File: config.mk
export PLATFORM = sky130hd
export DESIGN_NAME = arm_instr_encoder
export DESIGN_NICKNAME = d
export VERILOG_FILES = /design/src/rtl/arm_instr_encoder.sv
export SDC_FILE = /design/constraint.sdc
export NUM_CORES = 1
export LEC_CHECK = 0
export ABC_AREA = 1
export CAP_MARGIN = 5
export CORE_MARGIN = 3
export CORE_UTILIZATION = 58
export CTS_BUF_LIST = sky130_fd_sc_hd__clkbuf_8 sky130_fd_sc_hd__clkbuf_16
export DETAILED_ROUTE_END_ITERATION = 6
export GPL_TIMING_DRIVEN = 1
export PLACE_DENSITY = 0.9
export SYNTH_ARGS = -nofsm -noshare
export SYNTH_HDL_FRONTEND = slang
export SYNTH_SLANG_ARGS = --single-unit
File: constraint.sdc
create_clock -name clk -period 6.35 [get_ports clk]
set_clock_uncertainty 0.2 [all_clocks]
set_input_delay 1.27 -clock clk [delete_from_list [all_inputs] [get_ports clk]]
set_output_delay 1.27 -clock clk [all_outputs]
set_load 0.005 [all_outputs]
File: src/rtl/arm_instr_encoder.sv
// rtl/arm_instr_encoder.sv - symbolic request to ARM instruction word encoder and imem loader
//
// Purpose: encodes data-proc / memory / branch requests into 32-bit ARM words,
// buffers them in a DEPTH-word FIFO and writes them to instruction memory at
// consecutive byte addresses starting from BASE_ADDR.
//
// Optional feature macro: ENC_NOP_PAD_EN -- when defined, a flush appends
// PAD_COUNT MOV r0,r0 words after the FIFO drains.
//
// Ports:
//   clk, rst_n                  clock, synchronous active-low reset
//   start, flush                control pulses (IDLE/DONE->RUN, RUN->FLUSH)
//   req_valid/req_ready         request handshake
//   req_kind..req_imm24         symbolic instruction fields
//   imem_stall                  memory busy, hold the current write
//   imem_we/addr/wdata          instruction-memory write port
//   word_count                  saturating count of words written since start
//   err_illegal                 sticky flag for accepted kind 11 requests
//   done                        high in DONE

module arm_instr_encoder #(
   parameter int                ADDR_W    = 32,
   parameter logic [ADDR_W-1:0] BASE_ADDR = '0,
   parameter int                DEPTH     = 4,
   parameter int                PAD_COUNT = 3
) (
   input  logic              clk,
   input  logic              rst_n,
   input  logic              start,
   input  logic              flush,
   input  logic              req_valid,
   output logic              req_ready,
   input  logic [1:0]        req_kind,
   input  logic [3:0]        req_cond,
   input  logic [3:0]        req_opcode,
   input  logic              req_s,
   input  logic              req_imm,
   input  logic [3:0]        req_rn,
   input  logic [3:0]        req_rd,
   input  logic [11:0]       req_op2,
   input  logic [23:0]       req_imm24,
   input  logic              imem_stall,
   output logic              imem_we,
   output logic [ADDR_W-1:0] imem_addr,
   output logic [31:0]       imem_wdata,
   output logic [15:0]       word_count,
   output logic              err_illegal,
   output logic              done
);

   localparam int          PTR_W    = $clog2(DEPTH);
   localparam int          CNT_W    = PTR_W + 1;
   localparam logic [31:0] NOP_WORD = 32'hE1A00000;

`ifdef ENC_NOP_PAD_EN
   localparam bit PAD_EN = 1'b1;
`else
   localparam bit PAD_EN = 1'b0;
`endif

   typedef enum logic [1:0] {S_IDLE, S_RUN, S_FLUSH, S_DONE} state_t;

   state_t           state;
   logic [31:0]      fifo_mem [DEPTH];
   logic [PTR_W-1:0] wr_ptr;
   logic [PTR_W-1:0] rd_ptr;
   logic [CNT_W-1:0] fifo_cnt;
   logic [15:0]      pad_cnt;

   logic        fifo_full;
   logic        fifo_empty;
   logic        active;
   logic        accept;
   logic        push;
   logic        pop;
   logic        pad_done;
   logic        pad_wr;
   logic        force_s;
   logic [31:0] enc_word;

   // TST/TEQ/CMP/CMN (opcodes 10xx) always set flags, so S is forced high.
   always_comb begin
      force_s  = (req_opcode[3:2] == 2'b10);
      enc_word = '0;
      case (req_kind)
         2'b00:   enc_word = {req_cond, 2'b00, req_imm, req_opcode, force_s | req_s,
                              req_rn, req_rd, req_op2};
         2'b01:   enc_word = {req_cond, 2'b01, 5'b01100, req_s, req_rn, req_rd, req_op2};
         default: enc_word = {req_cond, 3'b101, 1'b0, req_imm24};
      endcase
   end

   assign fifo_full  = (fifo_cnt == CNT_W'(DEPTH));
   assign fifo_empty = (fifo_cnt == '0);
   assign active     = (state == S_RUN) || (state == S_FLUSH);
   assign req_ready  = (state == S_RUN) && !fifo_full;
   assign accept     = req_valid && req_ready;
   // Illegal requests are consumed without occupying a FIFO slot.
   assign push       = accept && (req_kind != 2'b11);
   assign pop        = active && !fifo_empty && !imem_stall;

   // Padding only begins once every buffered word has been written.
   assign pad_done   = !PAD_EN || (pad_cnt == 16'(PAD_COUNT));
   assign pad_wr     = PAD_EN && (state == S_FLUSH) && fifo_empty && !pad_done && !imem_stall;

   assign imem_we    = pop | pad_wr;
   assign imem_wdata = pop ? fifo_mem[rd_ptr] : (pad_wr ? NOP_WORD : 32'h0);

   // Storage needs no reset: the pointers and count define what is valid.
   always_ff @(posedge clk) begin
      if (push) begin
         fifo_mem[wr_ptr] <= enc_word;
      end
   end

   always_ff @(posedge clk) begin
      if (!rst_n) begin
         state       <= S_IDLE;
         wr_ptr      <= '0;
         rd_ptr      <= '0;
         fifo_cnt    <= '0;
         pad_cnt     <= '0;
         imem_addr   <= BASE_ADDR;
         word_count  <= '0;
         err_illegal <= 1'b0;
         done        <= 1'b0;
      end else begin
         case (state)
            S_IDLE, S_DONE: begin
               if (start) begin
                  state       <= S_RUN;
                  wr_ptr      <= '0;
                  rd_ptr      <= '0;
                  fifo_cnt    <= '0;
                  imem_addr   <= BASE_ADDR;
                  word_count  <= '0;
                  err_illegal <= 1'b0;
                  done        <= 1'b0;
               end
            end
            S_RUN: begin
               if (flush) begin
                  state   <= S_FLUSH;
                  pad_cnt <= '0;
               end
            end
            S_FLUSH: begin
               if (fifo_empty && pad_done) begin
                  state <= S_DONE;
                  done  <= 1'b1;
               end
            end
            default: state <= S_IDLE;
         endcase

         // push/pop only occur in RUN/FLUSH, so they never collide with the
         // start-time clearing above.
         if (push) begin
            wr_ptr <= wr_ptr + PTR_W'(1);
         end
         if (pop) begin
            rd_ptr <= rd_ptr + PTR_W'(1);
         end
         if (push && !pop) begin
            fifo_cnt <= fifo_cnt + CNT_W'(1);
         end else if (!push && pop) begin
            fifo_cnt <= fifo_cnt - CNT_W'(1);
         end

         if (accept && (req_kind == 2'b11)) begin
            err_illegal <= 1'b1;
         end

         if (pad_wr) begin
            pad_cnt <= pad_cnt + 16'd1;
         end

         if (imem_we) begin
            imem_addr <= imem_addr + ADDR_W'(4);
            if (word_count != 16'hFFFF) begin
               word_count <= word_count + 16'd1;
            end
         end
      end
   end

endmodule

Word-level counts from Yosys, hierarchy flattened
Memories as Yosys holds them, arrays and structs flattened. A register that Yosys moved wholly into a read port is not among the register bits.
Cells that the tools add are included.
Word-level totals
  output and inout bits: 84
  logic and storage cells: 91
  memory bits (writable): 128
  input bits: 62
  memories kept: 1
  flip-flop bits (word level): 59
Memories
  fifo_mem: depth 4, bits a word 32, rd ports 1, clocked after Yosys merged registers in 1, wr ports 1, line 64  | logic [31:0] fifo_mem [DEPTH];
Cells by class
  equal/unequal tests: 12
  bitwise gates (word level): 1
  add/sub/neg operators: 6
  reduce and logical (&&, ||, !) cells: 33
  mux-type cells: 30
Operator list (count)
  $mux W32: 4
  $mux W16: 4
  $pmux W28 S2: 1
  $add A32 B3 Y32 const B: 1
  $mux W2: 9
  $add A16 B1 Y16 const B: 1
  $ne A16 B16 Y1 const B: 1
  $reduce_bool A2 Y1: 7
  $mux W3: 4
  $eq A2 B2 Y1 const B: 4
  $logic_and A1 B1 Y1: 8
  $ne A2 B2 Y1 const B: 4
  $reduce_and A2 Y1: 4
  $mux W1: 6
  $pmux W2 S3: 1
  $reduce_and A3 Y1: 2
  $reduce_bool A3 Y1: 2
  $logic_not A1 Y1: 5
  $add A2 B1 Y2 const B: 2
  $eq A2 B1 Y1 const B: 2
  $logic_not A2 Y1: 2
  $add A3 B1 Y3 const B: 1
  $eq A3 B3 Y1 const B: 1
  $logic_not A3 Y1: 1
  5 further kinds: 5

Logic depth before layout (Yosys ltp)
Gate-level depths: netlist of the first run.
  depth after elaboration: 9
  gate-level depth with buffers: 11

Least setup slack after synthesis of the first run
No wires, ideal clock.
  path type: input to register
  start: input req_kind[1]
  end: memory fifo_mem[0][0] (enable)
  arrival time: 2.913 ns
  stages on the path: 3
  data required time: 5.729 ns
  path slack: 2.816 ns
  buffers on the path: 0
  setup time: 0.421 ns
  cell sequence: nand2_1 nand3_1 nor2_1
Between the ends
  longest elaborated chain between the ends: 4
Ends and longest elaborated chain
  from (decl): line 33  | input logic [1:0] req_kind,
  $ne A2 B2 Y1: line 99  | assign push = accept && (req_kind != 2'b11);
  $logic_and A1 B1 Y1: line 99
  $mux W1: line 111  | if (push) begin
  $mux W1 (not written as such): line 112  | fifo_mem[wr_ptr] <= enc_word;
  to (decl): line 64
Every way passes these cells.

Final worst setup path of the first run
  start: input imem_stall
  end: output imem_wdata[14]
Between the ends
  longest elaborated chain between the ends: 3
Ends and longest elaborated chain
  from (decl): line 42  | input logic imem_stall,
  $logic_not A1 Y1: line 100  | assign pop = active && !fifo_empty && !imem_stall;
  $logic_and A1 B1 Y1: line 100
  $mux W32: line 107  | assign imem_wdata = pop ? fifo_mem[rd_ptr] : (pad_wr ? NOP_WORD : 32'h0);
  to (decl): line 45  | output logic [31:0] imem_wdata,
Every way passes these cells.

==> results.tsv, run 1 <==
metric	value	unit
period_share	0.745	
vias	7451	
grt_max_degree	66	
core-area	14600	um2
cts.repair.resized	0	
cts_root_buffer	clkbuf_16	
cts_setup_buffers	0	
drtAntennaViolNets	0	
finalHoldViolCount	0	
finalSetupTns	0	ps
tightestPinTransition	1210	ps
rsz0062_at_grt	no	
drive_above_1_share	0.0558	
worst_ep_arrival_time	3260	ps
setup_violations	0	
vias_per_cell	5.60	
worst_r2r_path_depth	7	
end_kind	output pin	
die_x	129	um
reg2reg_to	rd_ptr[1]	
synth_cells	1013	
ys_seq_elements	187	
r2r-start	state[0]	
grt_pass1_vias	7007	
syn_to_final_growth	23.8	%
clk_pin_slew	70	ps
wl_per_cell	16.1	um
ys.flop_type	edfxtp_1	
numCtsBuffers	17	
grt_pass1_wl	34000	um
antenna_found_initial	0	
critical_path_class	primary input to output pin	
nFillCells	976	
cts_tree	yes	
yosys_warnings	0	
synth_area_leader_cell	edfxtp_1	
min_delay_path_depth	1	
gp_congestion	0.897	
status	completed	
fp.dieH	129	um
vdd_ir_drop_max	0.178	mV
num_rows	44	
cp-start-kind	primary input	
syn-cell-area	8720	um2
dieArea	16500	um2
slowest_delay	530	ps
final_nets	1207	
crit_slowest_cell	clkdlybuf4s50_1	
avgSynthCellArea	8.61	um2
timing.critical_path.cells	clkdlybuf4s50_1, nor2_1, nand2_2, buf_4, a21oi_1, clkdlybuf4s50_1	
yosys-top-cells-area	edfxtp_1 (44%), dfxtp_1 (14%), nor2_1 (9.6%), nand2_1 (9.1%), o21ai_0 (5.3%)	
cts_num_sinks	187	
cts_max_level	4	
reg2reg_slack	3170	ps
drc	0	
io_buffers	143	
cts_hold_buf	0	
slew_headroom	0.192	
grt_overflow	0	
max_cap_viol_count	0	
cp_num_buf_inv	3	
ios	146	
fin_crit	4730	ps
cpLargestDelayFamily	buffers and inverters	
synth_edf_count	128	
start_util	0.595	
final_cell_count_no_fill	1331	
yosys.area.top_type_share	0.441	
required	4880	ps
synth-async-reset-ratio	0	
p_total	3030	uW
p_leak	0.00383	uW
grt_util_all_layers	0.260	
netlist-cell-type-count	41	
firstDrtPassIters	5	
diodes	0	
power_density	281	nW/um2
seq_area_frac_synth	0.576	
dp_cells	1299	
max_freq	0.211	GHz
clock_latency	430	ps
drt_iter0_markers	673	
clockBufferDepth	2	
drt-total-wl	21400	um
dpl.hpwl	13700	um
cp_max_fo	26	
drv_slew	0	
crit_top_cell	clkdlybuf4s50_1	
min_from	rd_ptr[1]	
hp-class	flop to flop	
[cell type report]
cell class                      instances  area [um2]  area share
Inverter                               75         284      0.0263
Sequential cell                       187        5030       0.466
Clock inverter                         15         133      0.0123
Timing Repair Buffer                  149        1480       0.137
Clock buffer                           17         425      0.0394
Multi-Input combinational cell        704        3210       0.298
Tap cell                              184         230      0.0213
[cell families after synthesis]
logic type | synth area share
AND/OR/NAND/NOR | 0.234
other | 0.000430
XOR/XNOR | 0.00201
buffers and inverters | 0.0588
flip-flops | 0.576
adder cells (fa/ha/maj) | 0.0158
AO/OA/AOI/OAI | 0.113
[cells in the final DEF, fill, tap and decap left out, types with 5 or more instances in the layout]
master	instances
a211oi_1	7
a21oi_1	67
buf_4	6
clkbuf_16	17
clkdlybuf4s50_1	143
clkinv_4	5
dfxtp_1	58
edfxtp_1	128
ha_1	11
inv_1	70
nand2_1	211
nand2_2	5
nand3_1	38
nor2_1	218
nor2_2	5
nor2_4	6
nor3_1	9
o21ai_0	92
o21ai_1	7
[Yosys cell counts (2+ instances only)]
cell and n:
o21bai_1 2, nand2_1 211, inv_1 70, ha_1 11, nand3_1 38, buf_6 3, o211ai_1 2, nor2_2 5
buf_2 6, inv_2 3, nor2_1 222, buf_4 5, a211oi_1 7, nand4_1 4, clkbuf_1 24, a22o_1 2
nor3_1 9, buf_1 10, o21ai_0 92, a21oi_1 67, dfxtp_1 59, o21ai_1 7, nor2_4 2, nand2_2 5
edfxtp_1 128, nand3b_1 2, o21a_1 3
[where the power goes]
part           switching [uW]  internal [uW]  total [uW]  leakage (uW)
clock                     482            515         997      0.000271
combinational             412            219         631       0.00192
sequential               28.6           1370        1400       0.00164
[registers in the layout (all words and copies together), names as in the netlist, named ones only]
| name | flops |
|---|---|
| err_illegal | 1 |
| done | 1 |
| wr_ptr | 2 |
| imem_addr | 30 |
| rd_ptr | 2 |
| fifo_cnt | 3 |
| fifo_mem | 128 |
| state | 2 |
| word_count | 16 |
[per-layer routing]
| metal | wire length, um | track usage | share of wire | vias to the layer above |
|---|---|---|---|---|
| met2 | 10500 | 0.433 | 0.49 | 362 |
| met3 | 1700 | 0.0556 | 0.080 | 49 |
| met4 | 528 | 0.111 | 0.025 | 0 |
| met1 | 8650 | 0.331 | 0.40 | 3451 |
| met5 | 0 | 0 | 0 | - |
| li1 | - | - | - | 3589 |
[per-stage QoR]
stage,setup slack (ps),hold slack (ps),utilization,area (um2)
finish,1620,262,0.737,10800
global route,1520,287,0.737,10800
CTS,1640,263,0.737,10800
detailed placement,1640,249,0.699,10200
global placement,1720,244,0.699,10200
floorplan,2820,224,-,8720
[worst max path at each step]
stage | start | endpoint | slack, ps | cells after the start
4_1_cts | imem_stall | imem_wdata[14] | 1640 | 6
2_1_floorplan | req_kind[1] | fifo_mem[0][0] | 2820 | 3
5_1_grt | imem_stall | imem_wdata[13] | 1520 | 6
6_report | imem_stall | imem_wdata[14] | 1620 | 6
3_5_place_dp | imem_stall | imem_wdata[14] | 1640 | 6
3_3_place_gp | imem_stall | imem_wdata[16] | 1720 | 6
[worst reg2reg max path: stages (launching register included)]
cell,delay [ps]
dfxtp_1,340
inv_1,60
ha_1,320
nand2_1,730
inv_1,560
nor2_2,560
inv_1,120
a31oi_1,200
No activity file was read; power rests on OpenSTA's default activity.
==> run 2: changes to the inputs <==
--- a/config.mk
+++ b/config.mk
@@ -8,11 +8,11 @@
 export ABC_AREA = 1
 export CAP_MARGIN = 5
 export CORE_MARGIN = 3
-export CORE_UTILIZATION = 58
+export CORE_UTILIZATION = 48
 export CTS_BUF_LIST = sky130_fd_sc_hd__clkbuf_8 sky130_fd_sc_hd__clkbuf_16
 export DETAILED_ROUTE_END_ITERATION = 6
 export GPL_TIMING_DRIVEN = 1
-export PLACE_DENSITY = 0.9
+export PLACE_DENSITY = 0.8
 export SYNTH_ARGS = -nofsm -noshare
 export SYNTH_HDL_FRONTEND = slang
 export SYNTH_SLANG_ARGS = --single-unit
==> constraint.sdc (replaced) <==
create_clock -name clk -period 3.85 [get_ports clk]
set_clock_uncertainty 0.2 [all_clocks]
set_input_delay 0.77 -clock clk [delete_from_list [all_inputs] [get_ports clk]]
set_output_delay 0.77 -clock clk [all_outputs]
set_load 0.005 [all_outputs]
==> run 2 against run 1 <==
Effect of this change: global-route usage decreased by 5.0 points; utilization decreased by 11 points; worst setup slack worse by 1200 ps.
==> results.tsv, run 2 (synthesized netlist as in run 1, its figures left out) <==
metric	value	unit
status	completed	
regArea	5030	um2
critical_path_class	primary input to output pin	
grt_overflow	0	
drt_iter0_markers	541	
diodes	0	
use_met3	0.0587	
syn_to_final_growth	25.1	%
fp.dieH	141	um
worst_ep_arrival_time	2480	ps
grt_use_met2	0.345	
fin_crit	3450	ps
period_share	0.896	
largest_reg_flops	128	
whs	264	ps
cts_hold_buf	0	
cp_max_fo	38	
vias_per_cell	5.31	
numCtsBuffers	17	
p_leak	0.00387	uW
grt_max_degree	65	
dpl_worst_slack	419	ps
setup_violations	0	
fin_util	0.622	
num_rows	48	
timing.critical_path.cells	clkdlybuf4s50_1, nor2_1, nand2_2, buf_12, a21oi_1, clkdlybuf4s50_1	
die_x	141	um
reg_top3	fifo_mem: 128 flops, imem_addr: 30 flops, word_count: 16 flops	
tightestPinTransition	884	ps
dp_cells	1347	
swShare	0.298	
max_freq	0.290	GHz
clock_latency	430	ps
max_cap_viol_count	0	
gp_congestion	0.879	
min_delay_path_depth	1	
min_from	rd_ptr[1]	
vdd_ir_drop_max	0.325	mV
reg2reg_slack	1340	ps
cts_num_sinks	187	
antenna_found_initial	0	
dieArea	19800	um2
r2r-start	state[0]	
final_nets	1214	
cpLargestDelayFamily	buffers and inverters	
cell_internal_pwr	3550	uW
core-area	17500	um2
crit_slowest_cell	clkdlybuf4s50_1	
finalHoldViolCount	0	
nFillCells	1460	
drtAntennaViolNets	0	
cts_tree	yes	
cts_root_buffer	clkbuf_16	
cts_max_level	4	
drc	0	
firstDrtPassIters	5	
start_util	0.497	
vias	7324	
pwr-share-comb	0.206	
setup_slack	399	ps
regMostFlops	fifo_mem	
rsz0062_at_grt	no	
crit_cells	6	
clk_pin_slew	70	ps
multi_input_area	3190	um2
dpl.hpwl	13400	um
drt-total-wl	20900	um
wl_per_cell	15.2	um
end_kind	output pin	
finalSetupTns	0	ps
ios	146	
cp-start-kind	primary input	
pwr-share-seq	0.456	
final_cell_mix	nor2_1 (218), nand2_1 (211), clkdlybuf4s50_1 (143)	
mostFrequentLayoutCell	nor2_1	
cts_setup_buffers	0	
grt_util_all_layers	0.210	
p_switching	1510	uW
clockBufferDepth	2	
required	2880	ps
cp_num_buf_inv	3	
reg2reg_to	imem_addr[15]	
grt_pass1_wl	33500	um
slowest_delay	530	ps
worst_r2r_path_depth	12	
drive_above_1_share	0.0598	
crit_top_cell	clkdlybuf4s50_1	
slew_headroom	0.410	
drv_slew	0	
gr-usage-met1	0.272	
hp-class	flop to flop	
final_cell_count_no_fill	1379	
busiest_layer	met2	
grt_pass1_vias	6747	
cts.repair.resized	0	
clkPwrFrac	0.339	
power_density	464	nW/um2
io_buffers	143	
==> run 2: cell count changes in the layout (fill, tap and decap cells not counted) <==
| cell | previous run | this run |
|---|---|---|
| inv_8 | 3 | 5 |
| clkinvlp_4 | 2 | 3 |
| nor2_4 | 6 | 2 |
| nor2_2 | 5 | 9 |
| buf_12 | 0 | 1 |
| clkinv_4 | 5 | 1 |
| clkinv_2 | 1 | 0 |
| bufinv_16 | 0 | 1 |
| inv_6 | 4 | 3 |
| buf_4 | 6 | 12 |
| clkinv_1 | 1 | 3 |
==> run 2: stage by stage <==
| step | instance area, um2 | power (uW) |
|---|---|---|
| floorplan | 8720 | 3000 |
| global placement | 10300 | 3360 |
| detailed placement | 10300 | 3380 |
| CTS | 10900 | 5090 |
| global route | 10900 | 5300 |
| finish | 10900 | 5060 |
==> run 2: area by class of cell <==
class                      instances  share of cell area
clock buffer                      17              0.0390
clock inverter                    15              0.0139
inverter                          75              0.0260
multi-input combinational        704               0.293
sequential                       187               0.461
tap                              225              0.0258
timing repair buffer             156               0.141
==> run 2: how the worst max path moves through the flow <==
stage	end	start	slack (ps)
after global routing	imem_wdata[12]	state[0]	270
after global placement	imem_wdata[15]	imem_stall	490
after detailed placement	imem_wdata[20]	imem_stall	420
after floorplan	fifo_mem[0][0]	fifo_cnt[0]	790
final	imem_wdata[26]	imem_stall	400
after CTS	imem_wdata[20]	imem_stall	420
==> run 2: power groups by stage <==
stage,clock (uW),combinational [uW],sequential [uW]
floorplan,0,664,2340
global placement,0,1020,2340
detailed placement,0,1040,2350
CTS,1740,1040,2300
global route,1820,1170,2310
finish,1710,1040,2300
==> run 2: routing by layer <==
| metal | part of all wire | wire length (um) |
|---|---|---|
| met1 | 0.43 | 9050 |
| met2 | 0.47 | 9810 |
| met3 | 0.079 | 1640 |
| met4 | 0.018 | 386 |
| met5 | 0 | 0 |
==> run 3: changes to the inputs <==
--- a/config.mk
+++ b/config.mk
@@ -5,14 +5,14 @@
 export SDC_FILE = /design/constraint.sdc
 export NUM_CORES = 1
 export LEC_CHECK = 0
-export ABC_AREA = 1
 export CAP_MARGIN = 5
 export CORE_MARGIN = 3
 export CORE_UTILIZATION = 48
 export CTS_BUF_LIST = sky130_fd_sc_hd__clkbuf_8 sky130_fd_sc_hd__clkbuf_16
 export DETAILED_ROUTE_END_ITERATION = 6
 export GPL_TIMING_DRIVEN = 1
-export PLACE_DENSITY = 0.8
+export PLACE_DENSITY = 0.81
+export SETUP_SLACK_MARGIN = 0.05
 export SYNTH_ARGS = -nofsm -noshare
 export SYNTH_HDL_FRONTEND = slang
 export SYNTH_SLANG_ARGS = --single-unit
==> run 3 against run 2 <==
Effect of this change: total power rose by 0.96%; first-iteration DRC count fell by 44%; clock power about the same; hold slack better by 21 ps; die area decreased by 4.9%; wire length fell by 9.3%; via count down 21%; cell count decreased by 27%; critical endpoint is now imem_wdata[10]; largest cell class unchanged; highest routed layer is now met5.
==> results.tsv, run 3 <==
metric	value	unit
drc	0	
fin_util	0.633	
cts.repair.resized	0	
worst_r2r_path_depth	8	
hp-class	flop to flop	
yosys.area.top_type_share	0.465	
mostFrequentLayoutCell	clkdlybuf4s50_1	
yosysMostFrequentCell	edfxtp_1	
syn-cell-area	8270	um2
worstHoldEndpoint	rd_ptr[1]	
finalSetupTns	0	ps
avgSynthCellArea	13.1	um2
start_util	0.495	
numCtsBuffers	17	
netlist-cell-type-count	64	
clockBufferDepth	2	
synthAdderAreaFrac	0.0166	
rsz0062_at_grt	no	
synth_edf_count	128	
die_x	137	um
worstSetupStartpoint	state[0]	
drv_slew	0	
power_density	483	nW/um2
num_rows	47	
final_cell_count_no_fill	1009	
cts_root_buffer	clkbuf_16	
cts_max_level	4	
period_share	0.892	
regArea	5030	um2
min_delay_path_depth	2	
cts_tree	yes	
firstDrtPassIters	5	
synth_area_leader_cell	edfxtp_1	
synth-async-reset-ratio	0	
cp_max_fo	34	
grt_pass1_wl	30600	um
tightestPinTransition	979	ps
grt_overflow	0	
slew_headroom	0.346	
final_cell_mix	clkdlybuf4s50_1 (143), edfxtp_1 (128), dfxtp_1 (58)	
nFillCells	1217	
dieArea	18800	um2
wl_per_cell	18.8	um
reg2reg_to	word_count[9]	
fp.dieH	137	um
cts_setup_buffers	0	
dp_cells	977	
core-area	16700	um2
drtAntennaViolNets	0	
fin_crit	3440	ps
yosys.area_share.simple	0.141	
synth-xor-area-share	0.00212	
cts_hold_buf	0	
drt_iter0_markers	305	
clock_latency	420	ps
largest_reg_flops	128	
grt_util_all_layers	0.210	
status	completed	
synth_cells	630	
synth_top_family_by_area	simple AND/OR/NAND/NOR gates	
p_total	5110	uW
yosys_warnings	0	
cts_num_sinks	187	
required	2880	ps
drt-total-wl	19000	um
reg2reg_slack	1090	ps
drive_above_1_share	0.162	
critical_path_class	flop to output pin	
antenna_found_initial	1	
vias_per_cell	5.76	
finalHoldViolCount	0	
min_from	rd_ptr[1]	
seq_area_frac_synth	0.608	
ios	146	
worst_ep_arrival_time	2470	ps
dpl.hpwl	12900	um
yosys-top-cells-area	edfxtp_1 (46%), dfxtp_1 (14%), mux4_2 (8.7%), mux2_2 (3.7%), and3_1 (3.3%)	
gp_congestion	0.821	
ys_seq_elements	187	
cp-start-kind	flop	
grt_max_degree	37	
vias	5807	
end_kind	output pin	
io_buffers	143	
syn_to_final_growth	27.8	%
max_cap_viol_count	0	
diodes	0	
setup_violations	0	
reg_top3	fifo_mem: 128 flops, imem_addr: 30 flops, word_count: 16 flops	
clk_pin_slew	70	ps
vdd_ir_drop_max	0.368	mV
synth_mux_area_frac	0.130	
synth_compound_area_frac	0.0749	
grt_pass1_vias	5949	
p_leak	0.00372	uW
regMostFlops	fifo_mem	
final_nets	849	
ys_top_cells_by_count	edfxtp_1 (128), dfxtp_1 (59), nand2_1 (50), and3_1 (44), nor2_1 (33)	
ys.flop_type	edfxtp_1	
multi_input_area	3020	um2
max_freq	0.291	GHz
r2r-start	state[0]	
-- run 3: changes by cell type after synthesis, moves of 13 or more --
cell	before	now
nand3_1	38	25
o21ai_0	92	16
nor2_1	222	33
mux4_2	0	32
a21oi_1	67	32
nand2_1	211	50
mux2_2	0	27
and3_1	0	44
inv_1	70	18
-- run 3: power breakdown --
| group | total, uW | leakage (uW) | internal (uW) | switching [uW] |
|---|---|---|---|---|
| clock network | 1680 | 0.000288 | 869 | 810 |
| logic | 1130 | 0.00180 | 477 | 649 |
| registers | 2300 | 0.00163 | 2250 | 47.6 |
-- run 3: worst max-delay path: stages, from the launching register on --
cell and delay, ps:
dfxtp_1 360, inv_1 60, ha_1 400, nor2_2 130
buf_4 340, and3_1 240, clkdlybuf4s50_1 510
-- run 3: cell families after synthesis --
kind of cell,after synthesis
AO/OA/AOI/OAI,94
XOR/XNOR,2
adder cells (fa/ha/maj),11
buffers and inverters,56
flip-flops,187
multiplexers,64
other,1
AND/OR/NAND/NOR,215
-- run 3: area by class of cell --
cell class | instances | share of cell area
clock buffer | 17 | 0.0402
clock inverter | 15 | 0.0149
inverter | 19 | 0.00675
multi-input combinational | 388 | 0.286
sequential | 187 | 0.475
tap | 220 | 0.0260
timing repair buffer | 163 | 0.151
-- run 3: stage by stage --
step | hold WS, ps | cell area, um2 | worst slack, ps
6_report | 285 | 10600 | 415
5_1_grt | 315 | 10600 | 238
4_1_cts | 292 | 10600 | 415
3_5_place_dp | 283 | 9990 | 517
3_3_place_gp | 256 | 9990 | 550
2_1_floorplan | 253 | 8270 | 1080
-- run 3: worst max-delay path by stage --
stage	slack [ps]	cells after the start	endpoint
2_1_floorplan	1080	6	fifo_mem[0][0]
6_report	410	6	imem_wdata[10]
3_3_place_gp	550	6	imem_we
5_1_grt	240	7	imem_we
4_1_cts	410	6	imem_wdata[18]
3_5_place_dp	520	5	imem_wdata[18]
-- run 3: layer usage --
layer / global-route usage / vias up / wire length (um)
met5: 0 / - / 13
met1: 0.262 / 2828 / 7610
met4: 0.0732 / 2 / 321
met3: 0.0566 / 32 / 1280
li1: - / 2706 / -
met2: 0.354 / 239 / 9730
